### config.mk
export PLATFORM = sky130hd
export DESIGN_NAME = top
export DESIGN_NICKNAME = d
export VERILOG_FILES = /design/src/rtl/top_pkg.sv /design/src/rtl/top_seven_seg_mux.sv /design/src/rtl/top.sv
export SDC_FILE = /design/constraint.sdc
export NUM_CORES = 1
export LEC_CHECK = 0
export CORE_MARGIN = 2
export CORE_UTILIZATION = 40
export CTS_CLUSTER_DIAMETER = 50
export DETAILED_ROUTE_END_ITERATION = 8
export PLACE_DENSITY = 0.66
export SYNTH_ARGS = -nofsm -noshare
export SYNTH_HDL_FRONTEND = slang
export SYNTH_SLANG_ARGS = --single-unit
### constraint.sdc
create_clock -name clk -period 5.5 [get_ports clk]
set_clock_uncertainty 0.15 [all_clocks]
set_input_delay 0.55 -clock clk [delete_from_list [all_inputs] [get_ports clk]]
set_output_delay 0.55 -clock clk [all_outputs]
set_load 0.005 [all_outputs]
### src/rtl/top_pkg.sv
// Shared definitions for the demo accumulator CPU and its seven-segment display.
package top_pkg;

  typedef enum logic [3:0] {
    FETCH     = 4'd0,
    DECODE    = 4'd1,
    EXECUTE   = 4'd2,
    WRITEBACK = 4'd3,
    HALT      = 4'd4
  } state_t;

  localparam logic [3:0] OP_LDI  = 4'h1;
  localparam logic [3:0] OP_ADDI = 4'h2;
  localparam logic [3:0] OP_SUBI = 4'h3;
  localparam logic [3:0] OP_SHL4 = 4'h4;
  localparam logic [3:0] OP_JMP  = 4'h5;
  localparam logic [3:0] OP_HALT = 4'hF;

  // Active-low {dp,g,f,e,d,c,b,a}; element i is the pattern for hex digit i.
  localparam logic [15:0][7:0] SEG_LUT = {
    8'h8E, 8'h86, 8'hA1, 8'hC6, 8'h83, 8'h88, 8'h90, 8'h80,
    8'hF8, 8'h82, 8'h92, 8'h99, 8'hB0, 8'hA4, 8'hF9, 8'hC0
  };

endpackage

### src/rtl/top_seven_seg_mux.sv
// Four-digit multiplexed seven-segment driver: shows a 16-bit value in hex.
module seven_seg_mux
  import top_pkg::*;
#(
  parameter int unsigned REFRESH_BITS = 2
) (
  input  logic        clk,
  input  logic        reset,
  input  logic [15:0] value,
  output logic [3:0]  anode,
  output logic [7:0]  catode
);

  localparam int unsigned CW = REFRESH_BITS + 2;

  logic [CW-1:0] refresh;
  logic [1:0]    sel;
  logic [3:0]    nib;

  assign sel = refresh[CW-1 -: 2];

  always_comb begin
    nib = value[3:0];
    case (sel)
      2'd0: nib = value[3:0];
      2'd1: nib = value[7:4];
      2'd2: nib = value[11:8];
      2'd3: nib = value[15:12];
      default: nib = value[3:0];
    endcase
  end

  always_ff @(posedge clk) begin
    if (reset) begin
      refresh <= '0;
      anode   <= 4'b1110;
      catode  <= SEG_LUT[0];
    end else begin
      refresh <= refresh + CW'(1);
      anode   <= ~(4'b0001 << sel);
      catode  <= SEG_LUT[nib];
    end
  end

endmodule

### src/rtl/top.sv
// Multicycle accumulator CPU running a fixed ROM program, with its accumulator
// shown in hex on a multiplexed seven-segment display.
module top
  import top_pkg::*;
#(
  parameter int unsigned REFRESH_BITS = 2
) (
  input  logic       clk,
  input  logic       reset,
  output logic [3:0] anode,
  output logic [7:0] catode,
  output logic [3:0] state
);

  state_t      cur, nxt;
  logic [3:0]  pc;
  logic [7:0]  ir;
  logic [15:0] acc;
  logic [15:0] res;
  logic [3:0]  opcode;
  logic [3:0]  imm;

  assign opcode = ir[7:4];
  assign imm    = ir[3:0];
  assign state  = cur;

  function automatic logic [7:0] rom_read(input logic [3:0] addr);
    case (addr)
      4'd0:    rom_read = 8'h11;
      4'd1:    rom_read = 8'h42;
      4'd2:    rom_read = 8'h43;
      4'd3:    rom_read = 8'h44;
      4'd4:    rom_read = 8'hF0;
      default: rom_read = 8'h00;
    endcase
  endfunction

  always_ff @(posedge clk) begin
    if (reset) cur <= FETCH;
    else       cur <= nxt;
  end

  always_comb begin
    nxt = FETCH;
    case (cur)
      FETCH:     nxt = DECODE;
      DECODE:    nxt = (opcode == OP_HALT) ? HALT : EXECUTE;
      EXECUTE:   nxt = WRITEBACK;
      WRITEBACK: nxt = FETCH;
      HALT:      nxt = HALT;
      default:   nxt = FETCH;
    endcase
  end

  always_ff @(posedge clk) begin
    if (reset) begin
      pc  <= '0;
      ir  <= '0;
      acc <= '0;
      res <= '0;
    end else begin
      case (cur)
        FETCH: begin
          ir <= rom_read(pc);
          pc <= pc + 4'd1;
        end
        EXECUTE: begin
          case (opcode)
            OP_LDI:  res <= {12'h000, imm};
            OP_ADDI: res <= acc + {12'h000, imm};
            OP_SUBI: res <= acc - {12'h000, imm};
            OP_SHL4: res <= {acc[11:0], imm};
            OP_JMP: begin
              res <= acc;
              pc  <= imm;
            end
            default: res <= acc;
          endcase
        end
        WRITEBACK: begin
          if (opcode == OP_LDI || opcode == OP_ADDI ||
              opcode == OP_SUBI || opcode == OP_SHL4)
            acc <= res;
        end
        default: ;
      endcase
    end
  end

  seven_seg_mux #(
    .REFRESH_BITS(REFRESH_BITS)
  ) u_disp (
    .clk    (clk),
    .reset  (reset),
    .value  (acc),
    .anode  (anode),
    .catode (catode)
  );

endmodule

Word level (Yosys, flattened, before mapping)
Memories as Yosys holds them, arrays and structs flattened. A register that Yosys moved wholly into a read port is not among the register bits.
Index checks and enable logic that the tools add are counted.
{"block": "totals", "regBits": 56, "romBits": 128, "input_bits": 2, "memories": 1}
{"name": "(no name shown)", "words": 16, "width": 8, "rd": 1, "rd_clocked_by_memory_dff": 1, "wr": 0, "line_no": "top_seven_seg_mux.sv:41", "source": "catode <= SEG_LUT[nib];"}
{"block": "op_classes", "addsub": 4, "eq_ne": 18, "shift": 1, "n_mux": 7, "bitwise": 1, "reduce_logical": 9}
{"cell": "case mux 16 bit (4 select lines)", "count": 1}
{"cell": "case mux 8 bit (5 select lines)", "count": 1}
{"cell": "equality test 4 x 2 -> 1 bit, second input constant", "count": 6}
{"cell": "adder 16 x 4 -> 16 bit", "count": 1}
{"cell": "equality test 4 x 3 -> 1 bit, second input constant", "count": 4}
{"cell": "case mux 4 bit (4 select lines)", "count": 1}
{"cell": "subtractor 16 x 4 -> 16 bit", "count": 1}
{"cell": "equality test 4 x 1 -> 1 bit, second input constant", "count": 3}
{"cell": "case mux 3 bit (4 select lines)", "count": 1}
{"cell": "adder 4 x 1 -> 4 bit, second input constant", "count": 2}
{"cell": "logical NOT 4 bit", "count": 2}
{"cell": "case mux 4 bit (2 select lines)", "count": 1}
{"cell": "equality test 2 bit, second input constant", "count": 2}
{"cell": "equality test 4 bit, second input constant", "count": 1}
{"cell": "two-way mux 4 bit", "count": 1}
{"cell": "inverter 4 bit", "count": 1}
{"cell": "AND reduction 2 bit", "count": 2}
{"cell": "<< shifter 1 x 2 -> 4 bit, first input constant", "count": 1}
{"cell": "logical OR 1 bit", "count": 3}
{"cell": "two-way mux 3 bit", "count": 1}
{"cell": "equality test 2 x 1 -> 1 bit, second input constant", "count": 1}
{"cell": "logical NOT 2 bit", "count": 1}
{"cell": "!= test 2 x 1 -> 1 bit, second input constant", "count": 1}
{"cell": "nonzero test 2 bit", "count": 1}

Longest topological paths before layout
Gate-level depths: netlist (run 1).
{"block": "logic_depth", "depth_word": 5, "depth_mapped": 7, "mapped_depth_nobuf": 6}

Cells and area by module
A second synthesis (run 1) with hierarchy kept.
{"block": "hier_totals", "hier_cells": 319, "hier_area_um2": 2985.4}
{"mod": "top", "instances": 1, "cells_per_inst": 245, "area_each_um2": 2168.3, "seq_area_each_um2": 900.9}
{"mod": "seven_seg_mux", "instances": 1, "cells_per_inst": 74, "area_each_um2": 817.0, "seq_area_each_um2": 300.3}

Worst setup path after synthesis (run 1)
No wires, ideal clock.
{"block": "synth_timing", "kind": "flip-flop to flip-flop", "start": "reg u_disp.refresh[2]", "end": "reg u_disp.catode[3]", "arrival_ns": 1.940, "required_time_ns": 5.223, "path_slack_ns": 3.283, "stages_incl_launch_ff": 7, "n_path_buf": 1, "period_less_slack_ns": 2.217, "cell_sequence": "dfxtp_1 buf_6 mux4_2 inv_1 ha_1 mux4_2 nor2b_4"}
{"block": "synth_between", "elab_chain_len": 2}
{"element": "start, declared", "line_no": "top_seven_seg_mux.sv:16", "source": "logic [CW-1:0] refresh;"}
{"element": "start signal, assigned", "line_no": "top_seven_seg_mux.sv:39", "source": "refresh <= refresh + CW'(1);"}
{"element": "equality test 2 bit, or another cell as far along", "line_no": "top_seven_seg_mux.sv:24", "source": "case (sel)"}
{"element": "case mux 4 bit (4 select lines) (*)", "line_no": "top_seven_seg_mux.sv:24"}
{"element": "end, declared", "line_no": "top_seven_seg_mux.sv:11", "source": "output logic [7:0] catode"}
Mark *: on every way between the ends. The rest lies on a longest branch, timed or not.
A chain may end at the register's enable or synchronous reset.

Worst setup path after layout (run 1)
Same ends and word-level chain as after synthesis.

==> key figures, run 1 <==
Yosys
  – Synth area leaders: dfxtp_1 (41%), mux2i_1 (6.5%), nor2_1 (6.0%)
  – Sequential element share of the synthesized area: 0.411
  – Main synth FF type: dfxtp_1
  – Synth Area in Adders: 0.0470
  – Synth Area in XOR/XNOR: 0.0154
  – Post-synth ARST share: 0
  – Synth warn: 0
  – Synth Area in Compound Gates: 0.172
  – Yosys top cell area share: 0.411
  – Most instantiated library cell after synthesis: dfxtp_1
  – Leading area contributor after synthesis: dfxtp_1
  – Post-synthesis cell count: ~320
  – Netlist Area Pre-Place: 0.00293 mm2
  – Mux cell area share after synthesis: 0.111
  – Post-synth top cells: dfxtp_1 (60), nor2_1 (47), a21oi_1 (25), mux2i_1 (19)
  – Netlist cell types: 43
  – Largest family of logic cells by synthesized area: simple AND/OR/NAND/NOR gates
  – Syn_area_per_cell: roughly 9.2 um2
  – Post-synthesis register bit count: 60
  – Syn_nets: roughly 330
  – Post-synth EDFFs: 0
  – Synth Area in Simple Gates: 0.177

Global routing
  – Initial antenna violation count: 0
  – GRT Total Usage: 0.156
  – Vias in the first global route: about 2000
  – Largest net degree at the start of global routing: 62
  – Grt ovf: 0
  – First-pass GRT wire length: 9.60 mm

Setup path
  – Critical Path Sink Type: register
  – Setup CP Type: reg -> reg
  – Critical Path Source: u_disp.refresh[2]
  – Max Fanout on Critical Path: 10
  – Origin of the critical flop-to-flop path: u_disp.refresh[2]
  – Startpoint Class: register
  – WP data required: between 5 and 6 ns
  – CP arrival: 2.58 ns

Floorplan
  – FP Rows: 31
  – Total Die Area: approximately 0.0080 mm2
  – Initial core utilization: 0.408
  – Horiz. Die Dim: ~90 um
  – Die H: ~90 um
  – Core area: 0.00718 mm2
  – # IOs: 18

Layout
  – Final nets: 330
  – Ant diodes: 0
  – Area Growth Syn to Fin: 10.4%
  – Layout cells sized above 1: 0.0872

Power and ir drop
  – Maximum vdd drop: 0.103 mV
  – Tot Pwr: about 920 uW
  – P_leak: 1.12 nW
  – Pwr/cell area: approximately 290 mW/mm2

Status
  – Status: finished clean

Min path
  – Hold Crit Class: reg -> reg
  – Hold_sp: u_disp.refresh[0]

STA
  – Final Cycle Share: 0.460
  – RSZ-0062 raised after global routing: no
  – TNS Setup: 0 ns
  – Hold Fails Final Rpt: 0
  – Setup Viol. Count Final: 0
  – Minimum clock period: around 2.5 ns
  – Slew margin rel.: 0.233
  – FMAX: 395 MHz
  – Least-Margin Pin Slew: roughly 1.2 ns
  – Setup slack after layout: between 2 and 3 ns
  – Final slew viol count: 0

CTS
  – Clock-pin slew on the worst setup and hold paths: about 0.07 ns
  – CTS Hold Buffers Added: 0
  – Clock buffer depth: 2
  – Post-cts sizing count: 0
  – Sink Count: 60
  – CTS Buf Count: 9
  – H-tree levels: 3
  – Root buf cell: clkbuf_8
  – Clk_lat worst skew: 0.34 ns
  – CTS tree: done
  – Postcts setup bufs: 0

Placement
  – DP Worst Slack: slightly below 3 ns
  – Global placer's final weighted congestion: a little under 0.9
  – Port Buffers: 15
  – Hpwl dp: around 3.5 mm

Drt
  – WL final: around 5.7 mm
  – Number of DRC markers in iteration 0: roughly 160
  – Via count: 2193
  – Remaining DRCs: 0
  – 1st-pass router iterations: 5
  – Antenna viol nets, final: 0
  – Drt via density: approximately 5.2
  – WL per Instance: roughly 14 um

Run
  – Total of max-cap violations: 0
-- worst paths after layout --
check | to | slack [ns] | depth (start not counted)
max | u_disp.catode[3] | 2.97 | 5
min | u_disp.refresh[0] | 0.30 | 1
max reg2reg | u_disp.catode[3] | 2.97 | 5
min reg2reg | u_disp.refresh[0] | 0.30 | 1
-- metrics by stage --
step	instance area (um2)	hold WS [ns]	util	cells
detailed placement	3060	0.292	0.426	405
global route	3230	0.337	0.450	420
floorplan	2930	0.268	-	319
global placement	3060	0.280	0.426	405
CTS	3230	0.301	0.450	420
finish	3230	0.299	0.450	420
-- cell families (layout without fill, tap and decap cells) --
| family | after synthesis | after routing |
|---|---|---|
| AOI/OAI and AO/OA | 75 | 75 |
| other | 2 | 2 |
| and+or+nand+nor | 103 | 103 |
| adders and majority gates | 11 | 11 |
| muxes | 26 | 26 |
| DFF | 60 | 60 |
| xor gates and xnor gates | 3 | 3 |
| buffers and inverters | 39 | 41 |
-- per-layer routing --
metal,up-vias,global-route usage,wire length (um),share of wire
met5,-,0,0,0
met4,0,0.0801,124,0.022
met3,12,0.0305,152,0.027
met2,30,0.246,2650,0.46
met1,1039,0.203,2790,0.49
li1,1112,-,-,-
-- sequential cells by signal, summed over array words and instances (netlist names) --
signal,flops
u_disp.refresh,4
u_disp.catode,7
res,16
acc,16
u_disp.anode,4
state,3
pc,4
ir,6
-- power by group --
| group | leakage, nW | switching (mW) | internal [mW] |
|---|---|---|---|
| clock network | 0.0893 | 0.162 | 0.184 |
| registers | 0.488 | 0.0291 | 0.454 |
| logic | 0.547 | 0.0523 | 0.0435 |
| total | 1.12 | 0.243 | 0.682 |
-- final cells by class --
| class | count | area (um2) |
|---|---|---|
| Fill cell | 695 | 3950 |
| Multi-Input combinational cell | 220 | 1540 |
| Sequential cell | 60 | 1200 |
| Timing Repair Buffer | 17 | 160 |
| Clock buffer | 13 | 159 |
| Tap cell | 99 | 124 |
| Inverter | 9 | 33.8 |
| Clock inverter | 2 | 10.0 |
-- critical path: stages (launching register included) --
cell,delay [ns]
dfxtp_1,0.59
mux4_2,0.64
inv_1,0.16
ha_1,0.27
mux4_2,0.45
nor2b_4,0.13
-- layout by cell type (no fill, tap or decap), types with 2 or more instances in the layout --
| cell | netlist | routed |
|---|---|---|
| nand3b_1 | 4 | 4 |
| clkdlybuf4s50_1 | 0 | 14 |
| nor3_1 | 5 | 5 |
| ha_1 | 11 | 11 |
| a31oi_1 | 2 | 2 |
| a311oi_1 | 3 | 3 |
| a21oi_1 | 25 | 25 |
| conb_1 | 2 | 2 |
| a211o_1 | 2 | 2 |
| clkinv_2 | 0 | 2 |
| dfxtp_1 | 60 | 60 |
| mux4_2 | 5 | 5 |
| nand2_1 | 12 | 12 |
| nand2b_1 | 2 | 2 |
| mux2i_1 | 19 | 19 |
| clkbuf_1 | 16 | 2 |
| a211oi_1 | 16 | 16 |
| nor2_1 | 47 | 47 |
| nand3_1 | 7 | 7 |
| o211ai_1 | 4 | 4 |
| and2_1 | 2 | 2 |
| o21ai_0 | 6 | 6 |
| a2bb2oi_1 | 12 | 12 |
| clkbuf_8 | 0 | 11 |
| mux2_2 | 2 | 2 |
| or3_1 | 3 | 3 |
| inv_1 | 9 | 9 |
| buf_4 | 3 | 2 |
| nor2b_1 | 14 | 14 |
Power figures use the tool's default switching activity.
==> inputs of run 2 (changes only) <==
--- a/config.mk
+++ b/config.mk
@@ -9,7 +9,7 @@
 export CORE_UTILIZATION = 40
 export CTS_CLUSTER_DIAMETER = 50
 export DETAILED_ROUTE_END_ITERATION = 8
-export PLACE_DENSITY = 0.66
+export PLACE_DENSITY = 0.69
 export SYNTH_ARGS = -nofsm -noshare
 export SYNTH_HDL_FRONTEND = slang
 export SYNTH_SLANG_ARGS = --single-unit
==> constraint.sdc (replaced) <==
create_clock -name clk -period 2.32 [get_ports clk]
set_clock_uncertainty 0.15 [all_clocks]
set_input_delay 0.232 -clock clk [delete_from_list [all_inputs] [get_ports clk]]
set_output_delay 0.232 -clock clk [all_outputs]
set_load 0.005 [all_outputs]
==> run 2 against run 1 <==
Against the previous run:
- count of clock-buffer cells in the layout did not move
- non-clock buffer count rose by 8
- clock power grew 140%
- total power grew 140%
- global-route usage hardly changed
- cell area increased by 2.2%
- sequential cell count unchanged
- die area unchanged
- highest routed layer unchanged
==> key figures, run 2 (synthesis results as in run 1) <==
Power and ir drop
  – Internal power: roughly 1.6 mW
  – Sequential power share: 0.508
  – P_leak: between 1 and 1.5 nW
  – Clock power share: 0.373
  – Switching Fraction: 0.264
  – Combinational Power Share: 0.120
  – Maximum vdd drop: 0.276 mV
  – Pwr/cell area: roughly 670 mW/mm2
  – Net Sw Power: ~600 uW

Setup path
  – Origin of the critical flop-to-flop path: u_disp.refresh[2]
  – Most used cell, CP: mux4_2
  – Max Fanout on Critical Path: 6
  – R2r endpoint: u_disp.catode[3]
  – Worst-path cell chain: mux4_2 > inv_1 > ha_1 > mux4_2 > nor2b_4
  – Setup CP Type: reg -> reg
  – CP peak stage delay: approximately 0.6 ns
  – Startpoint Class: register
  – CP max-delay cell: mux4_2
  – CP arrival: 2.29 ns
  – Critical Path Sink Type: register
  – Setup slack, reg-to-reg: 0.09 ns
  – WP data required: 2.38 ns
  – R2R depth: 5

Min path
  – Hold Crit Class: reg -> reg
  – Hold_sp: u_disp.refresh[0]
  – Cells on Worst Hold Path: 1
  – Min-Delay Endpoint: u_disp.refresh[0]

Drt
  – Via count: 2226
  – Number of DRC markers in iteration 0: about 160
  – WL final: 5.70 mm
  – Remaining DRCs: 0
  – 1st-pass router iterations: 4
  – Antenna viol nets, final: 0
  – WL per Instance: ~13 um
  – Drt via density: between 5 and 6

Floorplan
  – Core area: a little over 0.007 mm2
  – Horiz. Die Dim: between 80 and 90 um
  – FP Rows: 31
  – Die H: ~90 um
  – # IOs: 18
  – Total Die Area: roughly 0.008 mm2
  – Initial core utilization: 0.408

CTS
  – Postcts setup bufs: 0
  – CTS tree: done
  – Clock-pin slew on the worst setup and hold paths: around 0.070 ns
  – H-tree levels: 3
  – Clock buffer depth: 2
  – Root buf cell: clkbuf_8
  – Sink Count: 60
  – CTS Hold Buffers Added: 0
  – CTS Buf Count: 9
  – Post-cts sizing count: 0
  – Clk_lat worst skew: roughly 0.34 ns

STA
  – Setup Viol. Count Final: 0
  – FMAX: between 400 and 500 MHz
  – Slew margin rel.: 0.446
  – Minimum clock period: between 2 and 2.5 ns
  – Hold Worst Slack: roughly 0.3 ns
  – TNS Setup: 0 ns
  – Final slew viol count: 0
  – Setup slack after layout: between 0.09 and 0.1 ns
  – Least-Margin Pin Slew: between 0.8 and 0.9 ns
  – RSZ-0062 raised after global routing: no
  – Final Cycle Share: 0.960
  – Hold Fails Final Rpt: 0

Placement
  – Global placer's final weighted congestion: just over 0.8
  – Port Buffers: 15
  – Hpwl dp: 3.72 mm
  – DP Worst Slack: slightly above 0.08 ns

Layout
  – Regs by FF count: acc x16, res x16, u_disp.catode x7
  – Filler cells: just under 700
  – Layout cells sized above 1: 0.109
  – Most frequent cells in the layout: dfxtp_1 (60), nor2_1 (47), a21oi_1 (25), mux2i_1 (19), a211oi_1 (16)
  – Area of the multi-input gates: approximately 0.0015 mm2
  – Area Growth Syn to Fin: 12.8%
  – Sequential cell area: approximately 0.0012 mm2
  – Ant diodes: 0
  – Commonest non-fill, non-tap cell in the layout: dfxtp_1
  – Final nets: 338

Global routing
  – Initial antenna violation count: 0
  – Largest net degree at the start of global routing: 46
  – Vias in the first global route: about 2000
  – Grt ovf: 0
  – GRT Total Usage: 0.156
  – First-pass GRT wire length: around 9.5 mm

Run
  – Total of max-cap violations: 0

Status
  – Status: finished clean
[run 2: changes by cell type in the layout (fill, tap and decap cells not counted), sizes merged]
cell / delta
buf: +8
[run 2: critical path, delay by kind of cell, from the launching register on]
family / cells / cell delay [ns]
buffers and inverters: 1 / 0.11
adder cells (fa/ha/maj): 1 / 0.24
flip-flops: 1 / 0.40
multiplexers: 2 / 1.06
AND/OR/NAND/NOR: 1 / 0.13
[run 2: how the worst max path moves through the flow]
stage | startpoint | end | slack, ns | cells past startpoint
final | u_disp.refresh[2] | u_disp.catode[3] | 0.09 | 5
after global routing | u_disp.refresh[2] | u_disp.catode[3] | 0.01 | 5
after CTS | u_disp.refresh[2] | u_disp.catode[3] | 0.08 | 5
after detailed placement | u_disp.refresh[2] | u_disp.catode[3] | 0.08 | 5
after global placement | u_disp.refresh[2] | u_disp.catode[3] | 0.14 | 5
after floorplan | u_disp.refresh[2] | u_disp.catode[3] | 0.10 | 6
[run 2: area by class of cell]
| class | instances | area share |
|---|---|---|
| Multi-Input combinational cell | 220 | 0.467 |
| Sequential cell | 60 | 0.364 |
| Timing Repair Buffer | 25 | 0.0705 |
| Clock buffer | 13 | 0.0481 |
| Tap cell | 99 | 0.0375 |
| Inverter | 9 | 0.0102 |
| Clock inverter | 2 | 0.00303 |
[run 2: power groups by stage]
stage               logic (mW)  clock network [mW]  registers (mW)
floorplan                0.232                   0            1.12
global route             0.294               0.892            1.13
CTS                      0.266               0.841            1.12
detailed placement       0.264                   0            1.15
global placement         0.260                   0            1.15
finish                   0.265               0.825            1.12
[run 2: stage by stage]
stage / util / area [um2] / std cells / total power, mW
6_report: 0.460 / 3300 / 428 / 2.21
4_1_cts: 0.460 / 3300 / 428 / 2.23
3_3_place_gp: 0.436 / 3130 / 413 / 1.41
3_5_place_dp: 0.436 / 3130 / 413 / 1.41
5_1_grt: 0.460 / 3300 / 428 / 2.32
2_1_floorplan: - / 2930 / 319 / 1.35
[run 2: routing by layer]
layer  part of all wire  track usage  vias up
li1                   -            -     1129
met1               0.47        0.193     1051
met3              0.039       0.0517        9
met5                  0            0        -
met2               0.47        0.251       37
met4              0.016       0.0651        0
